<file path="src/rtl/minimig_autoconfig_host.sv">
// Host-side AutoConfig initiator: walks the $E8xxxx chain and reads each board's type.
// It allocates an aligned Z2/Z3 base and commits it at $48, or shuts the board up at $4C.
module minimig_autoconfig_host #(
    parameter int         MAX_BOARDS = 4,
    parameter logic [7:0]  Z2_BASE   = 8'h20,
    parameter logic [8:0]  Z2_LIMIT  = 9'h0A0,
    parameter logic [15:0] Z3_BASE   = 16'h4000,
    parameter logic [16:0] Z3_LIMIT  = 17'h08000
) (
    input  logic        clk,
    input  logic        reset,
    input  logic        clk7_en,
    input  logic        start,
    output logic [6:0]  address_out,
    output logic [15:0] data_out,
    input  logic [15:0] data_in,
    output logic        rd,
    output logic        hwr,
    output logic        lwr,
    output logic        sel,
    output logic        busy,
    output logic        done,
    output logic        cfg_valid,
    output logic        cfg_z3,
    output logic        cfg_shutup,
    output logic [15:0] cfg_base,
    output logic [2:0]  cfg_size,
    output logic [2:0]  boards_found
);
    localparam int CW = $clog2(MAX_BOARDS + 1);

    typedef enum logic [3:0] {IDLE, RD_HI, RD_LO, DECODE, WR_LO, WR_HI, SHUTUP, REPORT, DONE} state_t;

    typedef struct packed {
        logic [6:0]  addr;
        logic [15:0] data;
        logic        rd;
        logic        hwr;
        logic        lwr;
        logic        sel;
    } bus_t;

    state_t        state, state_n, tgt;
    logic [1:0]    phase, phase_n;
    bus_t          bus_q, bus_n;
    logic [7:0]    type_r, type_n;
    logic [8:0]    z2_next, z2_n;
    logic [16:0]   z3_next, z3_n;
    logic [15:0]   base_r, base_n;
    logic          z3_sel, z3_sel_n, shut, shut_n, go;
    logic [CW-1:0] board_cnt, cnt_n;
    logic [2:0]    found_n, csize_n;
    logic          busy_n, done_n, valid_n, cz3_n, cshut_n;
    logic [15:0]   cbase_n;

    // Size in 64K units and the aligned placement in each pool.
    logic [16:0] sz, z3_al, z3_end;
    logic [8:0]  z2_al, z2_end;
    assign sz     = (type_r[2:0] == 3'd0) ? 17'd128 : (17'd1 << (type_r[2:0] - 3'd1));
    assign z2_al  = (z2_next + sz[8:0] - 9'd1) & ~(sz[8:0] - 9'd1);
    assign z2_end = z2_al + sz[8:0];
    assign z3_al  = (z3_next + sz - 17'd1) & ~(sz - 17'd1);
    assign z3_end = z3_al + sz;

    logic unused_bits;
    assign unused_bits = &{1'b0, data_in[11:0], type_r[5:3]};

    function automatic bus_t bus_for(input state_t s, input logic z3, input logic [15:0] b);
        bus_t r;
        r = '0;
        r.sel = 1'b1;
        case (s)
            RD_HI:  r.rd = 1'b1;
            RD_LO:  begin r.addr = 7'h01; r.rd = 1'b1; end
            WR_LO: begin
                r.hwr = 1'b1;
                if (z3) begin r.addr = 7'h22; r.data = b; r.lwr = 1'b1; end
                else begin r.addr = 7'h25; r.data = {b[3:0], 12'h000}; end
            end
            WR_HI: begin
                r.addr = 7'h24; r.hwr = 1'b1;
                r.data = z3 ? {b[15:12], 12'h000} : {b[7:4], 12'h000};
            end
            SHUTUP: begin r.addr = 7'h26; r.hwr = 1'b1; end
            default: r = '0;
        endcase
        return r;
    endfunction

    always_comb begin
        state_n = state; phase_n = phase; bus_n = bus_q;
        type_n = type_r; z2_n = z2_next; z3_n = z3_next; base_n = base_r;
        z3_sel_n = z3_sel; shut_n = shut; cnt_n = board_cnt; found_n = boards_found;
        busy_n = busy; done_n = 1'b0; valid_n = 1'b0;
        cz3_n = cfg_z3; cshut_n = cfg_shutup; cbase_n = cfg_base; csize_n = cfg_size;
        go = 1'b0; tgt = IDLE;
        case (state)
            IDLE: if (start && !done) begin
                z2_n = {1'b0, Z2_BASE}; z3_n = {1'b0, Z3_BASE};
                cnt_n = '0; found_n = 3'd0; busy_n = 1'b1;
                go = 1'b1; tgt = RD_HI;
            end
            RD_HI, RD_LO, WR_LO, WR_HI, SHUTUP: if (clk7_en) begin
                if (phase == 2'd0) begin
                    bus_n = bus_for(state, z3_sel, base_r);
                    phase_n = 2'd1;
                end else if ((state == RD_HI || state == RD_LO) && phase == 2'd1) begin
                    phase_n = 2'd2;
                end else begin
                    // Access ends this tick; chained accesses start on the same tick.
                    bus_n.rd = 1'b0; bus_n.hwr = 1'b0; bus_n.lwr = 1'b0; bus_n.sel = 1'b0;
                    phase_n = 2'd0;
                    case (state)
                        RD_HI: begin
                            type_n[7:4] = data_in[15:12];
                            state_n = RD_LO; bus_n = bus_for(RD_LO, z3_sel, base_r); phase_n = 2'd1;
                        end
                        RD_LO: begin type_n[3:0] = data_in[15:12]; state_n = DECODE; end
                        WR_LO: begin state_n = WR_HI; bus_n = bus_for(WR_HI, z3_sel, base_r); phase_n = 2'd1; end
                        WR_HI: begin found_n = boards_found + 3'd1; state_n = REPORT; end
                        default: state_n = REPORT;
                    endcase
                end
            end
            DECODE: if (!type_r[7]) begin
                state_n = DONE;
            end else begin
                z3_sel_n = !type_r[6];
                if (z3_sel_n) begin
                    shut_n = z3_end > Z3_LIMIT; base_n = z3_al[15:0];
                    if (!shut_n) z3_n = z3_end;
                end else begin
                    shut_n = z2_end > Z2_LIMIT; base_n = {7'd0, z2_al};
                    if (!shut_n) z2_n = z2_end;
                end
                go = 1'b1; tgt = shut_n ? SHUTUP : WR_LO;
            end
            REPORT: begin
                valid_n = 1'b1; cz3_n = z3_sel; cshut_n = shut;
                cbase_n = shut ? 16'h0000 : base_r; csize_n = type_r[2:0];
                cnt_n = board_cnt + 1'b1;
                if (cnt_n == CW'(MAX_BOARDS)) state_n = DONE;
                else begin go = 1'b1; tgt = RD_HI; end
            end
            DONE: begin done_n = 1'b1; busy_n = 1'b0; state_n = IDLE; end
            default: state_n = IDLE;
        endcase
        // Entering an access off-tick waits for the next tick to drive the bus.
        if (go) begin
            state_n = tgt;
            if (clk7_en) begin bus_n = bus_for(tgt, z3_sel_n, base_n); phase_n = 2'd1; end
            else phase_n = 2'd0;
        end
    end

    always_ff @(posedge clk) begin
        if (reset) begin
            state <= IDLE; phase <= 2'd0; bus_q <= '0;
            type_r <= 8'h00; z2_next <= 9'd0; z3_next <= 17'd0; base_r <= 16'h0000;
            z3_sel <= 1'b0; shut <= 1'b0; board_cnt <= '0; boards_found <= 3'd0;
            busy <= 1'b0; done <= 1'b0; cfg_valid <= 1'b0;
            cfg_z3 <= 1'b0; cfg_shutup <= 1'b0; cfg_base <= 16'h0000; cfg_size <= 3'd0;
        end else begin
            state <= state_n; phase <= phase_n; bus_q <= bus_n;
            type_r <= type_n; z2_next <= z2_n; z3_next <= z3_n; base_r <= base_n;
            z3_sel <= z3_sel_n; shut <= shut_n; board_cnt <= cnt_n; boards_found <= found_n;
            busy <= busy_n; done <= done_n; cfg_valid <= valid_n;
            cfg_z3 <= cz3_n; cfg_shutup <= cshut_n; cfg_base <= cbase_n; cfg_size <= csize_n;
        end
    end

    assign address_out = bus_q.addr;
    assign data_out    = bus_q.data;
    assign rd          = bus_q.rd;
    assign hwr         = bus_q.hwr;
    assign lwr         = bus_q.lwr;
    assign sel         = bus_q.sel;
endmodule

</file>
<file path="config.mk">
export PLATFORM = sky130hd
export DESIGN_NAME = minimig_autoconfig_host
export DESIGN_NICKNAME = d
export VERILOG_FILES = /design/src/rtl/minimig_autoconfig_host.sv
export SDC_FILE = /design/constraint.sdc
export NUM_CORES = 1
export LEC_CHECK = 0
export CORE_ASPECT_RATIO = 0.5
export CORE_MARGIN = 1
export CORE_UTILIZATION = 30
export DETAILED_ROUTE_END_ITERATION = 12
export PLACE_DENSITY = 0.53
export SETUP_SLACK_MARGIN = 0.02
export SLEW_MARGIN = 10
export SYNTH_ARGS = -nofsm -noshare
export SYNTH_HDL_FRONTEND = slang
export SYNTH_SLANG_ARGS = --single-unit
</file>
<file path="constraint.sdc">
create_clock -name clk -period 7 [get_ports clk]
set_input_delay 1.4 -clock clk [delete_from_list [all_inputs] [get_ports clk]]
set_output_delay 1.4 -clock clk [all_outputs]
set_load 0.1 [all_outputs]
</file>
Yosys cells after proc, flatten, opt, wreduce, memory -nomap -nowiden
Cells that the tools add are included.

storage, ports and cells
  register bits = 114
  input port bits = 20

operators by class
  add/subtract/negate cells = 11
  $lt $le $gt $ge = 2
  eq/ne operators = 31
  shift-type cells = 1
  multiplexer cells = 79
  bitwise logic cells = 6
  reduce and logical (&&, ||, !) cells = 31

operators with widths
  operator                 number
  $mux W27                 6
  $mux W16                 6
  $mux W17                 5
  $pmux W16 S2             2
  $pmux W7 S4              2
  $pmux W27 S2             1
  $mux W19                 2
  $mux W9                  4
  $add A17 B17 Y17         2
  $pmux W17 S2             1
  $sub A17 B1 Y17 const B  2
  $eq A4 B3 Y1 const B     7
  $mux W1                  24
  $mux W4                  6
  $reduce_and A5 Y1        4
  $add A9 B9 Y9            2
  $mux W3                  6
  $ne A2 B2 Y1 const B     9
  $pmux W3 S3              2
  $pmux W9 S2              1
  $sub A9 B1 Y9 const B    2
  $and A17 B17 Y17         1
  $gt A17 B16 Y1 const B   1
  $not A17 Y17             1
  32 further kinds         62

Depth between registers and ports, before layout
Gate-level depths: netlist of the first run.

  depth in word-level cells = 19
  mapped depth = 25
  gate-level depth less buffers = 23

Worst setup path after synthesis of the first run
OpenSTA, ideal clock, no wires.

  kind = register -> register
  start point = register type_r[0]
  end point = register z3_next[14]
  setup time = 0.122 ns
  arrival time = 4.999 ns
  path slack = 1.880 ns
  cell stages (with the launch flop) = 23
  path buffers = 1
  clock period less this slack = 5.120 ns
  cells stage by stage = dfxtp_1 > clkbuf_1 > nand2_1 > nor2_1 > inv_1 > ha_1 > inv_1 > ha_1 > a211oi_1 > o21ai_0 > xor2_1 > and2_1 > ha_1 > nor2_1 > a21oi_1 > o21ai_1 > a211oi_1 > nor2_1 > or2_1 > o211a_1 > o41ai_4 > a31oi_4 > o311a_1

on the way
  word-level cells in the longest chain between the ends = 11

RTL lines
  element                                                     RTL line  text
  start: declaration                                          46        logic [7:0] type_r, type_n;
  start signal: assignment                                    165       type_r <= type_n; z2_next <= z2_n; z3_next <= z3_n; base_r <= base_n;
  $sub A3 B1 Y3                                               59        assign sz = (type_r[2:0] == 3'd0) ? 17'd128 : (17'd1 << (type_r[2:0] - 3'd1));
  $shl A1 B3 Y17                                              59
  $mux W17 *                                                  59
  $add A17 B17 Y17 / $sub A17 B1 Y17 (equally long branches)  62        assign z3_al = (z3_next + sz - 17'd1) & ~(sz - 17'd1);
  $sub A17 B1 Y17 / $not A17 Y17 (equally long branches)      62
  $and A17 B17 Y17                                            62
  $add A17 B17 Y17 *                                          63        assign z3_end = z3_al + sz;
  branches (longest 4 deep; another with $gt A17 B16 Y1)      -
  end signal: assignment                                      165
  end: declaration                                            48        logic [16:0] z3_next, z3_n;

Mark *: on every way between the ends. The select of a mux whose other input is x is not followed.
A chain may end at the register's enable or synchronous reset.

Worst setup path in the final report of the first run
  start point = register type_r[2]
  end point = register z3_next[14]

The elaborated chain is that of the path after synthesis.

==> results of run 1 <==
how the worst min path moves through the flow:
| stage | startpoint | end | slack [ps] |
|---|---|---|---|
| 2_1_floorplan | z2_next[3] | z2_next[3] | 430 |
| 5_1_grt | cfg_size[0] | cfg_size[0] | 480 |
| 6_report | cfg_size[2] | cfg_size[2] | 460 |
| 4_1_cts | cfg_z3 | cfg_z3 | 460 |
| 3_5_place_dp | z2_next[3] | z2_next[3] | 450 |
| 3_3_place_gp | z2_next[4] | z2_next[4] | 440 |
cells in the mapped netlist, types with 3 or more instances:
| master | count | area, um^2 |
|---|---|---|
| o22ai_1 | 3 | 18.8 |
| a21oi_1 | 91 | 455 |
| fa_1 | 4 | 80.1 |
| nand3b_1 | 3 | 22.5 |
| a21boi_0 | 3 | 22.5 |
| o32ai_1 | 3 | 26.3 |
| a22o_1 | 5 | 43.8 |
| xor2_1 | 17 | 149 |
| nor2_1 | 85 | 319 |
| nand3_1 | 22 | 110 |
| a21o_1 | 12 | 90.1 |
| a31o_2 | 5 | 43.8 |
| o21ai_0 | 37 | 185 |
| dfxtp_1 | 112 | 2240 |
| a211oi_1 | 10 | 75.1 |
| o21bai_1 | 7 | 52.6 |
| o21a_1 | 7 | 52.6 |
| a31oi_1 | 7 | 43.8 |
| clkbuf_1 | 42 | 158 |
| o211ai_1 | 10 | 75.1 |
| nor2b_1 | 10 | 62.6 |
| a32oi_1 | 3 | 26.3 |
| or2_2 | 3 | 18.8 |
| a22oi_1 | 17 | 128 |
| ha_1 | 52 | 651 |
| nor3b_1 | 18 | 135 |
| nor4_1 | 5 | 31.3 |
| xnor2_1 | 24 | 210 |
| o211a_1 | 3 | 30.0 |
| buf_1 | 3 | 11.3 |
| or3_1 | 5 | 31.3 |
| mux2i_1 | 29 | 290 |
| nand2b_1 | 15 | 93.8 |
| o21ai_1 | 4 | 20.0 |
| and2_1 | 18 | 113 |
| and3_1 | 16 | 100 |
| or4_1 | 3 | 22.5 |
| inv_1 | 65 | 244 |
| nor3_1 | 21 | 105 |
| nand2_1 | 106 | 398 |
sequential cells by signal (all words and copies together), names as in the netlist, named ones only:
register      count
address_out       4
base_r           16
board_cnt         3
boards_found      3
busy              1
cfg_base         16
cfg_shutup        1
cfg_size          3
cfg_valid         1
cfg_z3            1
data_out         16
done              1
hwr               1
lwr               1
phase             2
rd                1
sel               1
shut              1
state             4
type_r            5
z2_next           9
z3_next          17
z3_sel            1
layer usage:
metal / part of all wire [%] / vias up
met5: 0 / -
met4: 1.6 / 0
met3: 4.9 / 27
met2: 44 / 154
met1: 50 / 3271
li1: - / 3443
tightest hold or removal path, cell delays in order (launching register included):
cell and delay, ps:
dfxtp_1 310, nand2_1 50, a21oi_1 50
logic make-up (layout without fill, tap and decap cells):
| family | count (synthesis) | in the layout | share of synthesized area (%) |
|---|---|---|---|
| AOI/OAI and AO/OA | 255 | 255 | 22.6 |
| xor gates and xnor gates | 42 | 42 | 5.10 |
| adders and majority gates | 56 | 56 | 9.77 |
| buffers and inverters | 116 | 155 | 6.00 |
| DFF | 112 | 112 | 30.0 |
| muxes | 29 | 29 | 3.88 |
| and+or+nand+nor | 344 | 344 | 22.7 |
cell type report:
cell class | count | share of cell area [%]
Sequential cell | 112 | 25.9
Multi-Input combinational cell | 726 | 55.2
Timing Repair Buffer | 71 | 7.85
Clock buffer | 10 | 2.64
Clock inverter | 6 | 0.620
Inverter | 68 | 2.94
Tap cell | 336 | 4.85
per-stage QoR:
| stage | total power, uW | instances | hold WS (ps) |
|---|---|---|---|
| after floorplan | 866 | 954 | 425 |
| after global placement | 927 | 1313 | 440 |
| after detailed placement | 930 | 1313 | 449 |
| after CTS | 1440 | 1329 | 462 |
| after global routing | 1490 | 1329 | 480 |
| final | 1430 | 1329 | 457 |
where the power goes:
part / internal, uW / switching (uW) / leakage, uW / total, uW
sequential: 647 / 16.4 / 0.000904 / 664
clock: 248 / 267 / 0.000138 / 515
combinational: 81.2 / 173 / 0.00235 / 254
total: 977 / 456 / 0.00339 / 1430
==> impl_metrics.toml, run 1 <==
[critical_path]
worstPathArrival_ps = 6310
start_kind = "flop"
r2r_end = "z3_next[14]"
critPathRequiredTime_ps = 7260
timing.critical_path.to = "z3_next[14]"
setup.worst_path.class = "reg2reg"
r2r_slack_ps = 960
cpMostUsedCell = "ha_1"
slowest_delay_ps = 760
cp.buffers_inverters = 2
crit_slowest_cell = "dfxtp_1"
path_depth = 20
startpoint = "type_r[2]"
cp-end-kind = "flop"
cpLargestDelayFamily = "compound AO/OA/AOI/OAI gates"
reg2regPathDepth = 20
worstPathMaxFanout = 17
crit_chain = "inv_1 -> or3_1 -> ha_1 -> inv_1 -> ha_1 -> o211ai_1 -> o21ai_0 -> xor2_1 -> and2_1 -> ha_1 -> nor2_1 -> a21oi_1 -> o211ai_1 -> a211oi_1 -> nor2_1 -> or2_1 -> o211a_1 -> o41ai_4 -> a31oi_4 -> o311a_1"
r2r_start = "type_r[2]"

[sta]
fmax_mhz = 166
slew_headroom_pct = 31.1
tns_ps = 0
min_period_over_period_pct = 86.3
finalCriticalPeriod_ps = 6040
worst_slack_ps = 958
setup_viol = 0
fin_skew_ps = 12.2
worstMarginPinSlew_ps = 1030
slew_violations = 0
hold_viol = 0
grt_setup_unrepaired = "false"

[final_layout]
synthToLayoutAreaGrowth_pct = 15.9
seqCellArea_um2 = 2240
fillers = 2580
finish.utilization_pct = 35.8
drive_gt1_share_pct = 5.04
multi_input_area_um2 = 4790
diodes = 0
stdcell_area_um2 = 8670
layout.nets = 1064
final_common_cell = "dfxtp_1"
final_cell_mix = "dfxtp_1, nand2_1, a21oi_1"

[logic_synthesis]
syn_area_per_cell_um2 = 7.84
yosysWarnings = 0
ys_ff_latch = 112
synth_enable_flop_cells = 0
synthArstFlopShare_pct = 0
seq_area_frac_synth_pct = 30.0
synth_nets = 1030
syn-cell-area_um2 = 7480
netlist_instances = 954
synthFlopType = "dfxtp_1"
synth.distinct_cells = 79

[clocking]
cts_sinks = 112
cts_tree = "built"
numCtsBuffers = 9
hold_buffers = 0
cts-root-buf = "clkbuf_16"
clock_latency_ps = 370
clockBufferDepth = 2
post_cts_buffers = 0
h-tree-depth = 3
cts.repair.resized = 0
cts.reportedPaths.clkPinSlew_ps = 80

[grt]
grt_pass1_wl_um = 35700
grt_pass1_vias = 6560
met3_usage_pct = 3.35
grt_start_max_net_pins = 78
overflow = 0
grt_usage_pct = 17.9
met1_usage_pct = 24.9
busiest_layer = "met2"
antenna_found_initial = 1
met2_usage_pct = 28.2

[drt]
wl_per_cell_um = 16.9
vias = 6895
drcViolationCount = 0
via_per_inst = 5.19
drt_pass1_iterations = 5
drt-total-wl_um = 22400
drtIter0Drc = 495
postRouteAntennaNets = 0

[power]
cellLeakagePower_uw = 0.00339
p_per_area_nw_per_um2 = 165
worst_ir_drop_vdd_uv = 104

[floorplanning]
die_x_um = 225
die_h_um = 114
fp.dieArea_um2 = 25600
rows = 40
core_um2 = 24200
initial_utilization_pct = 30.9
io_pins = 74

[placement]
place_area_um2 = 8390
dp_hpwl_um = 16900
place.gp.congestion = 0.839
dpl_worst_slack_ps = 1040
placement.io_buffers = 61

[status]
status = "finished, final reports clean"

[worst_hold_path]
hold_path_class = "reg2reg"
holdPathStages = 2

[run]
maxCapViolations = 0
Note: power is estimated with default switching activity, not from simulation.
==> inputs of run 2 (changes only) <==
CORE_ASPECT_RATIO = 2   (was 0.5)
==> run 2 against run 1 <==
Critical path depth is 2 higher; non-clock buffer count up 7; sequential share of layout area is 0.24 points lower; cell count increased by 0.23%; power rose by 3.6%; first-iteration DRC count decreased by 14%; design area up 0.92%; via count up 1.2%; register-to-register slack barely moved; critical endpoint is now data_out[12]; clock power up 8.9%; clock-buffer cell count is 2 higher; utilization is essentially flat.
==> impl_metrics.toml, run 2 (synthesis gave the netlist of run 1 again) <==
[critical_path]
startpoint = "type_r[1]"
critPathRequiredTime_ps = 7270
worstPathArrival_ps = 6320
start_kind = "flop"
r2r_start = "type_r[1]"
worstPathMaxFanout = 14
setup.worst_path.class = "reg2reg"
cp-end-kind = "flop"

[clocking]
post_cts_buffers = 0
cts_tree = "built"
clockBufferDepth = 2
h-tree-depth = 3
clock_latency_ps = 370
cts.reportedPaths.clkPinSlew_ps = 80
cts-root-buf = "clkbuf_16"
numCtsBuffers = 9
cts_sinks = 112
cts.repair.resized = 0
hold_buffers = 0

[sta]
slew_violations = 0
fmax_mhz = 165
fin_skew_ps = 9.03
setup_viol = 0
worst_slack_ps = 952
worstMarginPinSlew_ps = 1010
grt_setup_unrepaired = "false"
hold_viol = 0
min_period_over_period_pct = 86.4
hold_ws_ps = 457
slew_headroom_pct = 32.5
tns_ps = 0
finalCriticalPeriod_ps = 6050

[grt]
grt_pass1_wl_um = 38400
grt_pass1_vias = 6992
grt_start_max_net_pins = 76
antenna_found_initial = 0
grt_usage_pct = 19.8
overflow = 0

[floorplanning]
fp.dieArea_um2 = 25600
die_x_um = 114
initial_utilization_pct = 30.6
rows = 81
die_h_um = 225
core_um2 = 24400
io_pins = 74

[worst_hold_path]
hp-start = "sel"
hold_path_class = "reg2reg"

[final_layout]
top_register = "z3_next"
layout.nets = 1071
synthToLayoutAreaGrowth_pct = 17.0
diodes = 0
final_cell_mix = "dfxtp_1, nand2_1, a21oi_1"
final_common_cell = "dfxtp_1"
fillers = 2554
final_cells = 1332
largest_reg_flops = 17
drive_gt1_share_pct = 5.70

[power]
cellLeakagePower_uw = 0.00344
p_per_area_nw_per_um2 = 169
worst_ir_drop_vdd_uv = 119

[placement]
place.gp.congestion = 0.833
dp_cells = 1316
placement.io_buffers = 61
dpl_worst_slack_ps = 1060
dp_hpwl_um = 19400

[drt]
drcViolationCount = 0
vias = 6975
via_per_inst = 5.24
drt_pass1_iterations = 5
drtIter0Drc = 427
drt-total-wl_um = 24500
postRouteAntennaNets = 0
wl_per_cell_um = 18.4

[run]
maxCapViolations = 0

[status]
status = "finished, final reports clean"
run 2: critical path, stage by stage (launching register included):
cell and delay [ps]:
dfxtp_1 510, nand2_1 180, nor2_1 270, inv_1 120
ha_1 340, inv_1 50, ha_1 300, a211oi_1 500
o21ai_0 170, xor2_1 160, and2_1 180, ha_1 340
nor2_1 60, a21oi_1 170, o21ai_1 160, a211oi_1 340
nor2_1 150, or2_1 280, o211a_1 260, o41ai_4 430
buf_4 300, o221ai_2 280, o32ai_1 360
run 2: layout make-up:
| type | instances | area (um^2) | area share (%) |
|---|---|---|---|
| inverters | 68 | 255 | 2.92 |
| repair buffers | 78 | 733 | 8.38 |
| well taps | 332 | 415 | 4.75 |
| flip-flops and latches | 112 | 2240 | 25.6 |
| multi-input cells | 726 | 4790 | 54.7 |
| clock inverters | 4 | 58.8 | 0.672 |
| clock buffers | 12 | 256 | 2.93 |
run 2: final timing paths:
check,to,cells past startpoint,slack [ps]
worst min-delay path,sel,2,460
worst max register to register,data_out[12],22,950
worst min register to register,sel,2,460
worst max-delay path,data_out[12],22,950
run 2: through the flow:
| step | instance area (um^2) | util (%) | power, uW |
|---|---|---|---|
| 2_1_floorplan | 7480 | - | 866 |
| 3_3_place_gp | 8440 | 34.5 | 937 |
| 3_5_place_dp | 8440 | 34.5 | 938 |
| 4_1_cts | 8750 | 35.8 | 1500 |
| 5_1_grt | 8750 | 35.8 | 1550 |
| 6_report | 8750 | 35.8 | 1480 |
run 2: report_power, final:
group	leakage, uW	total [uW]	internal, uW	switching (uW)
Combinational	0.00238	259	82.7	176
Clock	0.000155	561	302	258
Sequential	0.000904	664	647	16.6
run 2: metal layers:
metal,global-route usage [%],up-vias,wire (um)
met5,0,-,0
met4,14.6,0,1660
met2,38.7,162,13800
li1,-,3436,-
met1,18.1,3307,8430
met3,2.82,70,664
==> inputs of run 3 (changes only) <==
CAP_MARGIN = 20   (was not set)
==> results of run 3 <==
No change in the layout: final DEF, timing and power equal those of run 2.
